--- src/rtl/read_from_cache_pkg.sv ---
`default_nettype none
// ============================================================================
// cache_pkg : shared types and helpers for the cache read path
// Revision  : 1.0
// ============================================================================
package cache_pkg;

  localparam int DATA_WIDTH_DEF   = 32;
  localparam int OFFSET_WIDTH_DEF = 4;
  localparam int MAX_WAYS         = 32;

  typedef enum logic [1:0] {
    IDLE  = 2'd0,
    ISSUE = 2'd1,
    RESP  = 2'd2
  } read_state_e;

  // Callers zero-extend narrower way vectors to MAX_WAYS bits.
  function automatic logic is_onehot(input logic [MAX_WAYS-1:0] v);
    return (v != '0) && ((v & (v - MAX_WAYS'(1))) == '0);
  endfunction

endpackage
`default_nettype wire

--- src/rtl/read_from_cache_way_data_select.sv ---
`default_nettype none
// ============================================================================
// way_data_select : one-hot AND-OR mux of the packed per-way read data
// Revision        : 1.0
// ============================================================================
module way_data_select #(
  parameter int NUM_WAYS   = 4,
  parameter int DATA_WIDTH = 32
) (
  input  logic [NUM_WAYS-1:0]            sel,
  input  logic [NUM_WAYS*DATA_WIDTH-1:0] way_data,
  output logic [DATA_WIDTH-1:0]          data
);

  always_comb begin
    data = '0;
    for (int i = 0; i < NUM_WAYS; i++) begin
      if (sel[i]) data = data | way_data[i*DATA_WIDTH +: DATA_WIDTH];
    end
  end

endmodule
`default_nettype wire

--- src/rtl/read_from_cache.sv ---
`default_nettype none
// ============================================================================
// read_from_cache : fetches one word from a selected cache way for the CPU
// Revision        : 1.0
// ============================================================================
module read_from_cache
  import cache_pkg::*;
#(
  parameter int NUM_WAYS       = 4,
  parameter int DATA_WIDTH     = DATA_WIDTH_DEF,
  parameter int OFFSET_WIDTH   = OFFSET_WIDTH_DEF,
  parameter int TIMEOUT_CYCLES = 16
) (
  input  logic                           clk,
  input  logic                           reset_n,
  input  logic                           request,
  input  logic [NUM_WAYS-1:0]            target_way,
  input  logic [OFFSET_WIDTH-1:0]        offset,
  output logic                           request_ack,
  output logic [DATA_WIDTH-1:0]          rd_data,
  output logic                           rd_valid,
  input  logic                           rd_ready,
  output logic                           rd_err,
  output logic [OFFSET_WIDTH-1:0]        way_offset,
  output logic [NUM_WAYS-1:0]            way_r_en,
  input  logic [NUM_WAYS*DATA_WIDTH-1:0] way_data_out,
  input  logic [NUM_WAYS-1:0]            way_r_ack
);

  localparam int CNT_W = (TIMEOUT_CYCLES > 2) ? $clog2(TIMEOUT_CYCLES) : 1;
  localparam logic [CNT_W-1:0] CNT_LAST = CNT_W'(TIMEOUT_CYCLES - 1);

  read_state_e           state;
  logic [NUM_WAYS-1:0]   lat_way;
  logic [CNT_W-1:0]      cnt;
  logic [DATA_WIDTH-1:0] sel_data;
  logic                  accept;
  logic                  target_ack;
  logic                  req_onehot;

  way_data_select #(
    .NUM_WAYS   (NUM_WAYS),
    .DATA_WIDTH (DATA_WIDTH)
  ) u_sel (
    .sel      (lat_way),
    .way_data (way_data_out),
    .data     (sel_data)
  );

  // A new request is taken from IDLE, or from RESP in the handshake cycle.
  assign accept     = request && ((state == IDLE) || ((state == RESP) && rd_ready));
  assign target_ack = |(way_r_ack & lat_way);
  assign req_onehot = is_onehot(MAX_WAYS'(target_way));
  assign way_r_en   = (state == ISSUE) ? lat_way : '0;

  always_ff @(posedge clk or negedge reset_n) begin
    if (!reset_n) begin
      state       <= IDLE;
      lat_way     <= '0;
      way_offset  <= '0;
      cnt         <= '0;
      request_ack <= 1'b0;
      rd_valid    <= 1'b0;
      rd_err      <= 1'b0;
      rd_data     <= '0;
    end else begin
      request_ack <= accept;
      if (accept) begin
        lat_way    <= target_way;
        way_offset <= offset;
        cnt        <= '0;
        if (req_onehot) begin
          state    <= ISSUE;
          rd_valid <= 1'b0;
          rd_err   <= 1'b0;
        end else begin
          state    <= RESP;
          rd_valid <= 1'b1;
          rd_err   <= 1'b1;
          rd_data  <= '0;
        end
      end else begin
        case (state)
          ISSUE: begin
            if (target_ack) begin
              state    <= RESP;
              rd_valid <= 1'b1;
              rd_err   <= 1'b0;
              rd_data  <= sel_data;
            end else if (cnt == CNT_LAST) begin
              state    <= RESP;
              rd_valid <= 1'b1;
              rd_err   <= 1'b1;
              rd_data  <= '0;
            end else begin
              cnt <= cnt + CNT_W'(1);
            end
          end
          RESP: begin
            if (rd_ready) begin
              state    <= IDLE;
              rd_valid <= 1'b0;
              rd_err   <= 1'b0;
            end
          end
          default: state <= IDLE;
        endcase
      end
    end
  end

endmodule
`default_nettype wire

--- config.mk ---
export PLATFORM = sky130hd
export DESIGN_NAME = read_from_cache
export DESIGN_NICKNAME = d
export VERILOG_FILES = /design/src/rtl/read_from_cache_pkg.sv /design/src/rtl/read_from_cache_way_data_select.sv /design/src/rtl/read_from_cache.sv
export SDC_FILE = /design/constraint.sdc
export NUM_CORES = 1
export LEC_CHECK = 0
export BUFFER_PORTS_ARGS = -buffer_cell sky130_fd_sc_hd__buf_2
export CAP_MARGIN = 20
export CELL_PAD_IN_SITES_DETAIL_PLACEMENT = 0
export CELL_PAD_IN_SITES_GLOBAL_PLACEMENT = 1
export CORE_ASPECT_RATIO = 0.75
export CORE_UTILIZATION = 32
export CTS_CLUSTER_DIAMETER = 150
export DETAILED_ROUTE_END_ITERATION = 7
export GPL_TIMING_DRIVEN = 0
export PLACE_DENSITY_LB_ADDON = 0.15
export SYNTH_ARGS = -nofsm -noshare
export SYNTH_HDL_FRONTEND = slang
export SYNTH_SLANG_ARGS = --single-unit
--- constraint.sdc ---
create_clock -name clk -period 3.73 [get_ports clk]
set_input_delay 0.373 -clock clk [delete_from_list [all_inputs] [get_ports clk]]
set_output_delay 0.373 -clock clk [all_outputs]
set_load 0.02 [all_outputs]
## After elaboration in Yosys (flattened, before gate mapping)

Index checks and enable logic that the tools add are counted.

- Flip-flop bits (word level): 49
- Latch bits: 0
- RAM bits: 0
- Memory bits (read-only): 0
- Input port bits: 144
- Output and inout bits: 43
- Word-level logic and storage cells: 67
- Memories kept: 0

- Add/sub/neg operators: 2
- Multipliers: 0
- Div/mod/pow operators: 0
- Magnitude comparators: 0
- Eq/ne operators: 8
- Shifts and indexed selects: 0
- Multiplexer cells: 29
- Bitwise logic cells: 5
- Reduce and logical (&&, ||, !) cells: 15

Operators by type and width:

| cell | number |
|---|---|
| two-way mux 32 bit | 9 |
| bitwise OR 32 bit | 3 |
| bitwise AND 4 x 32 -> 32 bit | 1 |
| logical NOT 32 bit | 1 |
| two-way mux 4 bit | 5 |
| two-way mux 2 bit | 5 |
| AND reduction 3 bit | 3 |
| two-way mux 1 bit | 7 |
| != test 2 bit, second input constant | 3 |
| nonzero test 3 bit | 2 |
| subtractor 4 x 1 -> 5 bit, second input constant | 1 |
| adder 4 x 1 -> 4 bit, second input constant | 1 |
| bitwise AND 4 bit | 1 |
| equality test 4 bit, second input constant | 1 |
| != test 4 x 3 -> 1 bit, second input constant | 1 |
| one-hot mux 1 bit (2 select lines) | 2 |
| one-hot mux 2 bit (2 select lines) | 1 |
| nonzero test 4 bit | 1 |
| OR reduction 4 bit | 1 |
| logical AND 1 bit | 3 |
| != test 3 bit, second input constant | 1 |
| equality test 2 x 1 -> 1 bit, second input constant | 1 |
| equality test 2 bit, second input constant | 1 |
| logical NOT 2 bit | 1 |
| other kinds (3) | 3 |

## Longest topological paths before layout

Gate-level depths: netlist of the first run.

- Depth after elaboration: 10
- Gate-level depth with buffers: 6
- Gate-level depth less buffers: 5

## Hierarchy

A second synthesis of the first run with hierarchy kept.

- Cell total of the unflattened synthesis: 263
- Area total of the unflattened synthesis: 2670.1 µm²

By module, submodules not included:

| module | instances | cells each | area an instance (µm²) | seq. area each (µm²) |
|---|---|---|---|---|
| read_from_cache | 1 | 155 | 1971.9 | 1226.2 |
| way_data_select | 1 | 108 | 698.2 | 0.0 |

## Worst setup path after synthesis of the first run

Ideal clock, no wire load.

- Path kind: flip-flop to flip-flop
- Start: register lat_way[0]
- End: register rd_err
- Library setup time: 130 ps
- Data arrival time: 1655 ps
- Required time: 3600 ps
- Slack: 1944 ps
- Stages on the path, launching flop included: 7
- Path buffers: 2
- Clock period less this slack: 1786 ps
- Path through: dfrtp_1 > buf_6 > a22o_1 > or4_4 > o2111ai_4 > buf_6 > o22ai_1

- Longest elaborated chain between the ends: 5
- Elaborated cells on any way between the ends: 7
- Those cells by class: eq/ne (1); mux (3); bitwise (1); reduce/logical (2)

RTL lines:

| what | line | RTL |
|---|---|---|
| start, declared | read_from_cache.sv:34 | `logic [NUM_WAYS-1:0] lat_way;` |
| start signal, assigned | read_from_cache.sv:69 | `lat_way <= target_way;` |
| bitwise AND 4 bit * | read_from_cache.sv:52 | `assign target_ack = \|(way_r_ack & lat_way);` |
| OR reduction 4 bit * | read_from_cache.sv:52 |  |
| two-way mux 1 bit | read_from_cache.sv:85 | `if (target_ack) begin` |
| one-hot mux 1 bit (2 select lines) | read_from_cache.sv:83 | `case (state)` |
| two-way mux 1 bit | read_from_cache.sv:68 | `if (accept) begin` |
| end signal, assigned | read_from_cache.sv:75 | `rd_err <= 1'b0;` |
| end signal, assigned | read_from_cache.sv:88 | `rd_err <= 1'b0;` |
| end signal, assigned | read_from_cache.sv:93 | `rd_err <= 1'b1;` |
| end, declared | read_from_cache.sv:23 | `output logic rd_err,` |

Mark *: on every way between the ends. The rest lies on a longest branch, timed or not.
A chain may end at the register's enable or synchronous reset.

## Final worst setup path of the first run

- Start: register lat_way[2]
- End: register rd_data[16]

- Longest elaborated chain between the ends: 6
- Elaborated cells on any way between the ends: 10
- Those cells by class: mux (5); bitwise (2); reduce/logical (3)

RTL lines:

| what | line | RTL |
|---|---|---|
| two-way mux 32 bit | read_from_cache_way_data_select.sv:18 | `if (sel[i]) data = data \| way_data[i*DATA_WIDTH +: DATA_WIDTH];` |
| bitwise OR 32 bit | read_from_cache_way_data_select.sv:18 |  |
| two-way mux 32 bit | read_from_cache_way_data_select.sv:18 |  |
| two-way mux 32 bit | read_from_cache.sv:85 |  |
| two-way mux 32 bit | read_from_cache.sv:83 |  |
| two-way mux 32 bit | read_from_cache.sv:68 |  |
| end signal, assigned | read_from_cache.sv:89 | `rd_data <= sel_data;` |
| end, declared | read_from_cache.sv:20 | `output logic [DATA_WIDTH-1:0] rd_data,` |

Several ways; a longest one is shown, not always the timed one. The select of a mux whose other input is x is not followed.

==> reports/qor.csv, run 1 <==
metric,value,unit
drive_above_1_share,49.7,%
cts_hold_buf,0,
async_reset_ff_share,100,%
grt_pass1_vias,2827,
final.setup.tns,0,ns
rsz0062_at_grt,false,
grt_max_degree,26,
clk_latency,0.29,ns
grt_pass1_wl,14600,µm
cpMostUsedCell,clkbuf_1,
hpwl,7320,µm
coreArea,8020,µm²
cp_cell_sequence,clkbuf_1 -> a22o_1 -> o21ai_1 -> clkbuf_1 -> o2bb2ai_1,
netlist_instances,240,
synthTopCellsByCount,"dfrtp_1 (49), a22o_1 (34), a221oi_1 (32)",
ir_drop,0.232,mV
rr_worst_depth,5,
cts_setup_buffers,0,
yosys.area.top_type,dfrtp_1,
worst_pin_slew,0.819,ns
finalHoldViolations,0,
synthSimpleGateAreaFrac,9.33,%
status,"finished, final reports clean",
min_path_type,in2async,
syn-cell-area,2700,µm²
synth_xor_area_share,0.650,%
num_antenna_cells,0,
synth_compound_area_share,38.3,%
arrival,2.42,ns
ctsResizeCount,0,
nFillCells,796,
cts.clk_slew.worst_paths,0.09,ns
syn_nets,385,
cts_htree_levels,2,
clock_path_buffers,2,
place.gp.congestion,0.759,
finalSetupViolCount,0,
path_buf_inv,2,
cts.sinks,49,
synth-main-ff-cell,dfrtp_1,
synth_top_family_by_area,compound AO/OA/AOI/OAI gates,
critPathLaunchType,register,
initial_utilization,33.6,%
fmax,442,MHz
area.growth.synth_to_final,43.2,%
vias,2884,
antenna_found_initial,0,
synth-adder-area-share,0.464,%
netlist_top_cells_area,"dfrtp_1 (45%), a22o_1 (11%), a221oi_1 (10%)",
row_count,28,
worstPathMaxFanout,10,
via_per_inst,5.34,
maxCapViolations,0,
fin_nets,579,
chipWidth,108,µm
slew_headroom,45.4,%
ant_nets,0,
wirelength,9590,µm
track_usage,22.1,%
wl_per_cell,17.8,µm
period_minus_slack,2.26,ns
firstDrtPassIters,4,
cp_slowest_cell,clkbuf_1,
slowest_delay,0.62,ns
slew_viol_final,0,
grt_overflow,0,
worst-path-stages,5,
fin_worst_skew,0.00436,ns
drt-initial-drc-count,107,
synth_top_area_share,45.5,%
cp-end-kind,register,
crit_type,reg2reg,
portBuffers,186,
io_pins,187,
synth-edff-count,0,
utilization,48.1,%
ys_ff_latch,49,
cts_tree,yes,
die_height,81.5,µm
dieArea,8800,µm²
period_share,60.7,%
cts_made_buffers,5,
synthMostInstantiatedCell,dfrtp_1,
cts-root-buf,clkbuf_8,
leakage,0.00199,µW
power_density,706,nW/µm²
drc,0,
cp_data_required_time,3.89,ns
seq_area_frac_synth,45.5,%
synth.distinct_cells,35,
avgSynthCellArea,11.2,µm²
muxShareOfSynthArea,0.743,%
cp_top_family,compound AO/OA/AOI/OAI gates,
ys_warn_count,0,
==> routing by layer <==
| layer | routed length (µm) | share of wire, % | up-vias | GRT usage [%] |
|---|---|---|---|---|
| li1 | - | - | 1356 | - |
| met1 | 4380 | 46 | 1403 | 30.4 |
| met2 | 4540 | 47 | 119 | 35.9 |
| met3 | 593 | 6.2 | 6 | 4.68 |
| met4 | 87 | 0.91 | 0 | 5.07 |
| met5 | 0 | 0 | - | 0 |
==> logic make-up (layout without fill, tap and decap cells) <==
family          after synthesis  count (layout)
fa+ha+maj                     1               1
compound gates              108             108
mux                           2               2
buf+inv                      27             222
xor+xnor                      2               2
simple gates                 51              51
flops                        49              49
==> registers in the layout, summed over array words and instances (netlist names) <==
name,count
way_offset,4
request_ack,1
rd_valid,1
state,2
cnt,4
lat_way,4
rd_err,1
rd_data,32
==> layout make-up <==
class	count	area (µm²)	share of cell area, %
buffer	23	121	3.14
clock buffer	6	72.6	1.88
clock inverter	2	10.0	0.259
inverter	4	15.0	0.389
multi-input combinational	164	1330	34.5
sequential	49	1230	31.8
tap	105	131	3.40
timing repair buffer	187	951	24.6
==> worst register-to-register path, delay by kind of cell (launching register included) <==
| family | cells | cell delay [ns] |
|---|---|---|
| buf+inv | 2 | 0.86 |
| flops | 1 | 0.37 |
| compound gates | 3 | 0.90 |
==> path summary, 6_finish.rpt <==
| check | start | to | slack [ns] |
|---|---|---|---|
| worst min register to register | way_offset[0]$_DFFE_PN0P_ | way_offset[0]$_DFFE_PN0P_ | 0.49 |
| worst max register to register | lat_way[2]$_DFFE_PN0P_ | rd_data[16]$_DFFE_PN0P_ | 1.47 |
| max in group asynchronous | reset_n | rd_data[4]$_DFFE_PN0P_ | 3.09 |
| worst min-delay path | reset_n | rd_data[23]$_DFFE_PN0P_ | 0.08 |
| min in group clk | offset[2] | way_offset[2]$_DFFE_PN0P_ | 0.26 |
| worst max-delay path | lat_way[2]$_DFFE_PN0P_ | rd_data[16]$_DFFE_PN0P_ | 1.47 |
==> power by group <==
part,internal (µW),switching (µW)
clock,131,181
sequential,701,102
combinational,643,970
==> placed cells by master (no fill, tap or decap), drive strengths merged, types with 2 or more instances in the layout <==
cell type	count
a221oi	32
a22o	34
and2	4
buf	192
clkbuf	24
clkinv	3
dfrtp	49
inv	3
mux2i	2
nand2	27
nand2b	5
nor2	5
nor2b	2
o21ai	4
o2bb2ai	32
or4	2
xnor2	2
==> stage by stage <==
step | power [µW] | cells | hold WS (ns) | cell area [µm²] | setup slack (ns)
after floorplan | 1900 | 240 | 0.0774 | 2700 | 1.94
after CTS | 2760 | 540 | 0.0905 | 3860 | 1.40
final | 2730 | 540 | 0.0782 | 3860 | 1.47
after detailed placement | 2440 | 532 | 0.416 | 3780 | 1.38
after global routing | 2940 | 540 | 0.111 | 3860 | 1.28
after global placement | 2430 | 531 | 0.454 | 3760 | 1.44
Power figures use the tool's default switching activity.
==> run 2: changes to the inputs <==
--- a/config.mk
+++ b/config.mk
@@ -5,12 +5,13 @@
 export SDC_FILE = /design/constraint.sdc
 export NUM_CORES = 1
 export LEC_CHECK = 0
+export ABC_AREA = 1
 export BUFFER_PORTS_ARGS = -buffer_cell sky130_fd_sc_hd__buf_2
 export CAP_MARGIN = 20
 export CELL_PAD_IN_SITES_DETAIL_PLACEMENT = 0
 export CELL_PAD_IN_SITES_GLOBAL_PLACEMENT = 1
 export CORE_ASPECT_RATIO = 0.75
-export CORE_UTILIZATION = 32
+export CORE_UTILIZATION = 29
 export CTS_CLUSTER_DIAMETER = 150
 export DETAILED_ROUTE_END_ITERATION = 7
 export GPL_TIMING_DRIVEN = 0
==> constraint.sdc (replaced) <==
create_clock -name clk -period 2.3 [get_ports clk]
set_input_delay 0.23 -clock clk [delete_from_list [all_inputs] [get_ports clk]]
set_output_delay 0.23 -clock clk [all_outputs]
set_load 0.02 [all_outputs]
==> run 2 against run 1 <==
Net effect:
- via count is 33% higher
- largest cell class unchanged
- combinational power grew 110%
- critical endpoint is now way_r_en[1]
- worst setup slack lost 0.86 ns
- sequential power rose by 68%
- core utilization down 5.5 points
- highest routed layer unchanged
- sequential share of layout area is 4.5 points lower
- cell count is 59% higher
==> reports/qor.csv, run 2 <==
metric,value,unit,change
drt-initial-drc-count,141,,was 107
chipWidth,124,µm,was 108 µm
period_minus_slack,1.70,ns,
clk_latency,0.30,ns,was 0.29 ns
num_antenna_cells,0,,unchanged
cp_slowest_cell,dfrtp_1,,was clkbuf_1
reg2reg_slack,0.72,ns,was 1.47 ns
cp-end-kind,primary output,,was register
whs,0.136,ns,was 0.0782 ns
hpwl,9090,µm,was 7320 µm
grt_pass1_wl,18500,µm,"was 14,600 µm"
netlist_top_cells_area,"dfrtp_1 (38%), nand2_1 (34%), nor2_1 (8.4%)",,"was dfrtp_1 (45%), a22o_1 (11%), a221oi_1 (10%)"
syn-cell-area,3240,µm²,was 2700 µm²
synth.distinct_cells,22,,was 35
grt_pass1_vias,3736,,"was 2,827"
vias,3824,,"was 2,884"
fin_nets,864,,was 579
final.setup.tns,0,ns,unchanged
place.gp.congestion,0.808,,was 0.759
finalSetupViolCount,0,,unchanged
ant_nets,0,,unchanged
row_count,32,,was 28
antenna_found_initial,0,,unchanged
grt_max_degree,29,,was 26
ir_drop,0.459,mV,was 0.232 mV
cts_made_buffers,5,,unchanged
finalHoldViolations,0,,unchanged
cts-root-buf,clkbuf_16,,was clkbuf_8
dp.cells,847,,was 532
leakage,0.00282,µW,was 0.00199 µW
netlist_instances,524,,was 240
synth_top_area_share,37.9,%,was 45.5%
initial_utilization,30.6,%,was 33.6%
setup_slack,0.601,ns,was 1.47 ns
synth-main-ff-cell,dfrtp_1,,unchanged
area.growth.synth_to_final,39.2,%,was 43.2%
ctsResizeCount,0,,unchanged
slowest_delay,0.32,ns,was 0.62 ns
track_usage,21.2,%,was 22.1%
firstDrtPassIters,4,,unchanged
grt_overflow,0,,unchanged
clock_path_buffers,2,,unchanged
critPathLaunchType,register,,unchanged
via_per_inst,4.47,,was 5.34
ys_ff_latch,49,,unchanged
utilization,42.6,%,was 48.1%
synthMostInstantiatedCell,nand2_1,,was dfrtp_1
min_path_type,in2reg,,was in2async
arrival,1.47,ns,was 2.42 ns
fin_worst_skew,0.00470,ns,was 0.00436 ns
cts.sinks,49,,unchanged
crit_type,reg2out,,was reg2reg
synthTopCellsByCount,"nand2_1 (294), nor2_1 (72), dfrtp_1 (49)",,"was dfrtp_1 (49), a22o_1 (34), a221oi_1 (32)"
slew_viol_final,0,,unchanged
final_cell_mix,"nand2_1 (294), buf_2 (207), nor2_1 (72)",,"was buf_2 (187), dfrtp_1 (49), a22o_1 (34)"
rsz0062_at_grt,false,,unchanged
wl_per_cell,13.7,µm,was 17.8 µm
io_pins,187,,unchanged
dp_worst_setup_slack,0.701,ns,was 1.38 ns
worst_pin_slew,0.580,ns,was 0.819 ns
seq_area_frac_synth,37.9,%,was 45.5%
period_share,73.9,%,
async_reset_ff_share,100,%,unchanged
portBuffers,186,,unchanged
final_common_cell,nand2_1,,was buf_2
coreArea,10600,µm²,was 8020 µm²
largest_reg_flops,32,,unchanged
slew_headroom,61.3,%,was 45.4%
cts_htree_levels,2,,unchanged
cpMostUsedCell,buf_2,,was clkbuf_1
status,"finished, final reports clean",,unchanged
drive_above_1_share,32.4,%,was 49.7%
die_height,93.5,µm,was 81.5 µm
cts_setup_buffers,0,,unchanged
stdcell_count,856,,was 540
top_register,rd_data,,unchanged
worstPathMaxFanout,10,,unchanged
cts_tree,yes,,unchanged
yosys.area.top_type,dfrtp_1,,unchanged
wirelength,11700,µm,was 9590 µm
syn_nets,669,,was 385
avgSynthCellArea,6.17,µm²,was 11.2 µm²
fmax,589,MHz,
cts_hold_buf,1,,was 0
cp_cell_sequence,buf_2 -> buf_2 -> inv_1 -> nor2_1 -> buf_2,,was clkbuf_1 -> a22o_1 -> o21ai_1 -> clkbuf_1 -> o2bb2ai_1
power_density,1200,nW/µm²,was 706 nW/µm²
cp_top_family,buffers and inverters,,was compound AO/OA/AOI/OAI gates
cts.clk_slew.worst_paths,0.06,ns,was 0.09 ns
cp_data_required_time,2.07,ns,was 3.89 ns
maxCapViolations,0,,unchanged
path_buf_inv,4,,was 2
dieArea,11600,µm²,was 8800 µm²
synth-edff-count,0,,unchanged
drc,0,,unchanged
ys_warn_count,0,,unchanged
==> run 2: cell count changes in the layout (fill, tap and decap cells not counted), sizes merged, moves of 32 or more <==
cell     change
a221oi      -32
nand2      +272
o2bb2ai     -32
nand3       +44
a22o        -34
nor2        +70
==> run 2: final cells by class <==
cell class                 count  area (µm²)
multi-input combinational    431        1770
tap                          136         170
timing repair buffer         188         961
sequential                    49        1230
buffer                        30         188
clock buffer                   8         136
inverter                      14        52.6
fill                        1199        6070
==> run 2: per-stage QoR <==
step,total power [µW],instance area (µm²)
6_report,5400,4500
5_1_grt,5960,4500
4_1_cts,5480,4500
3_5_place_dp,4730,4360
3_3_place_gp,4690,4340
2_1_floorplan,3620,3240
==> run 2: layer usage <==
metal	vias to the layer above	track usage, %	wire, µm
li1	1982	-	-
met1	1710	28.7	5700
met2	122	34.3	5060
met3	10	4.82	831
met4	0	4.76	114
met5	-	0	0
==> run 2: where the power goes <==
group | leakage [µW] | internal (µW) | switching (µW)
combinational | 0.00212 | 1110 | 2210
clock | 0.0000652 | 406 | 332
sequential | 0.000635 | 1190 | 160
==> run 2: kinds of logic after synthesis <==
logic type | synth area share [%]
AND/OR/NAND/NOR | 52.1
flip-flops | 37.9
buffers and inverters | 7.42
AO/OA/AOI/OAI | 1.66
XOR/XNOR | 0.541
adder cells (fa/ha/maj) | 0.387
==> run 2: path summary, 6_finish.rpt <==
check,from,end,depth (start not counted)
min in group asynchronous,reset_n,rd_data[3]$_DFFE_PN0P_,2
setup / recovery,lat_way[1]$_DFFE_PN0P_,way_r_en[1],5
hold / removal,offset[2],way_offset[2]$_DFFE_PN0P_,3
max in group asynchronous,reset_n,rd_err$_DFFE_PN0P_,3
hold reg to reg,rd_data[22]$_DFFE_PN0P_,rd_data[22]$_DFFE_PN0P_,2
setup reg to reg,lat_way[1]$_DFFE_PN0P_,rd_data[21]$_DFFE_PN0P_,8
==> run 2: tightest hold or removal path, cell delays in order <==
cell	delay [ns]
buf_2	0.08
nand2_1	0.04
nand2_1	0.05
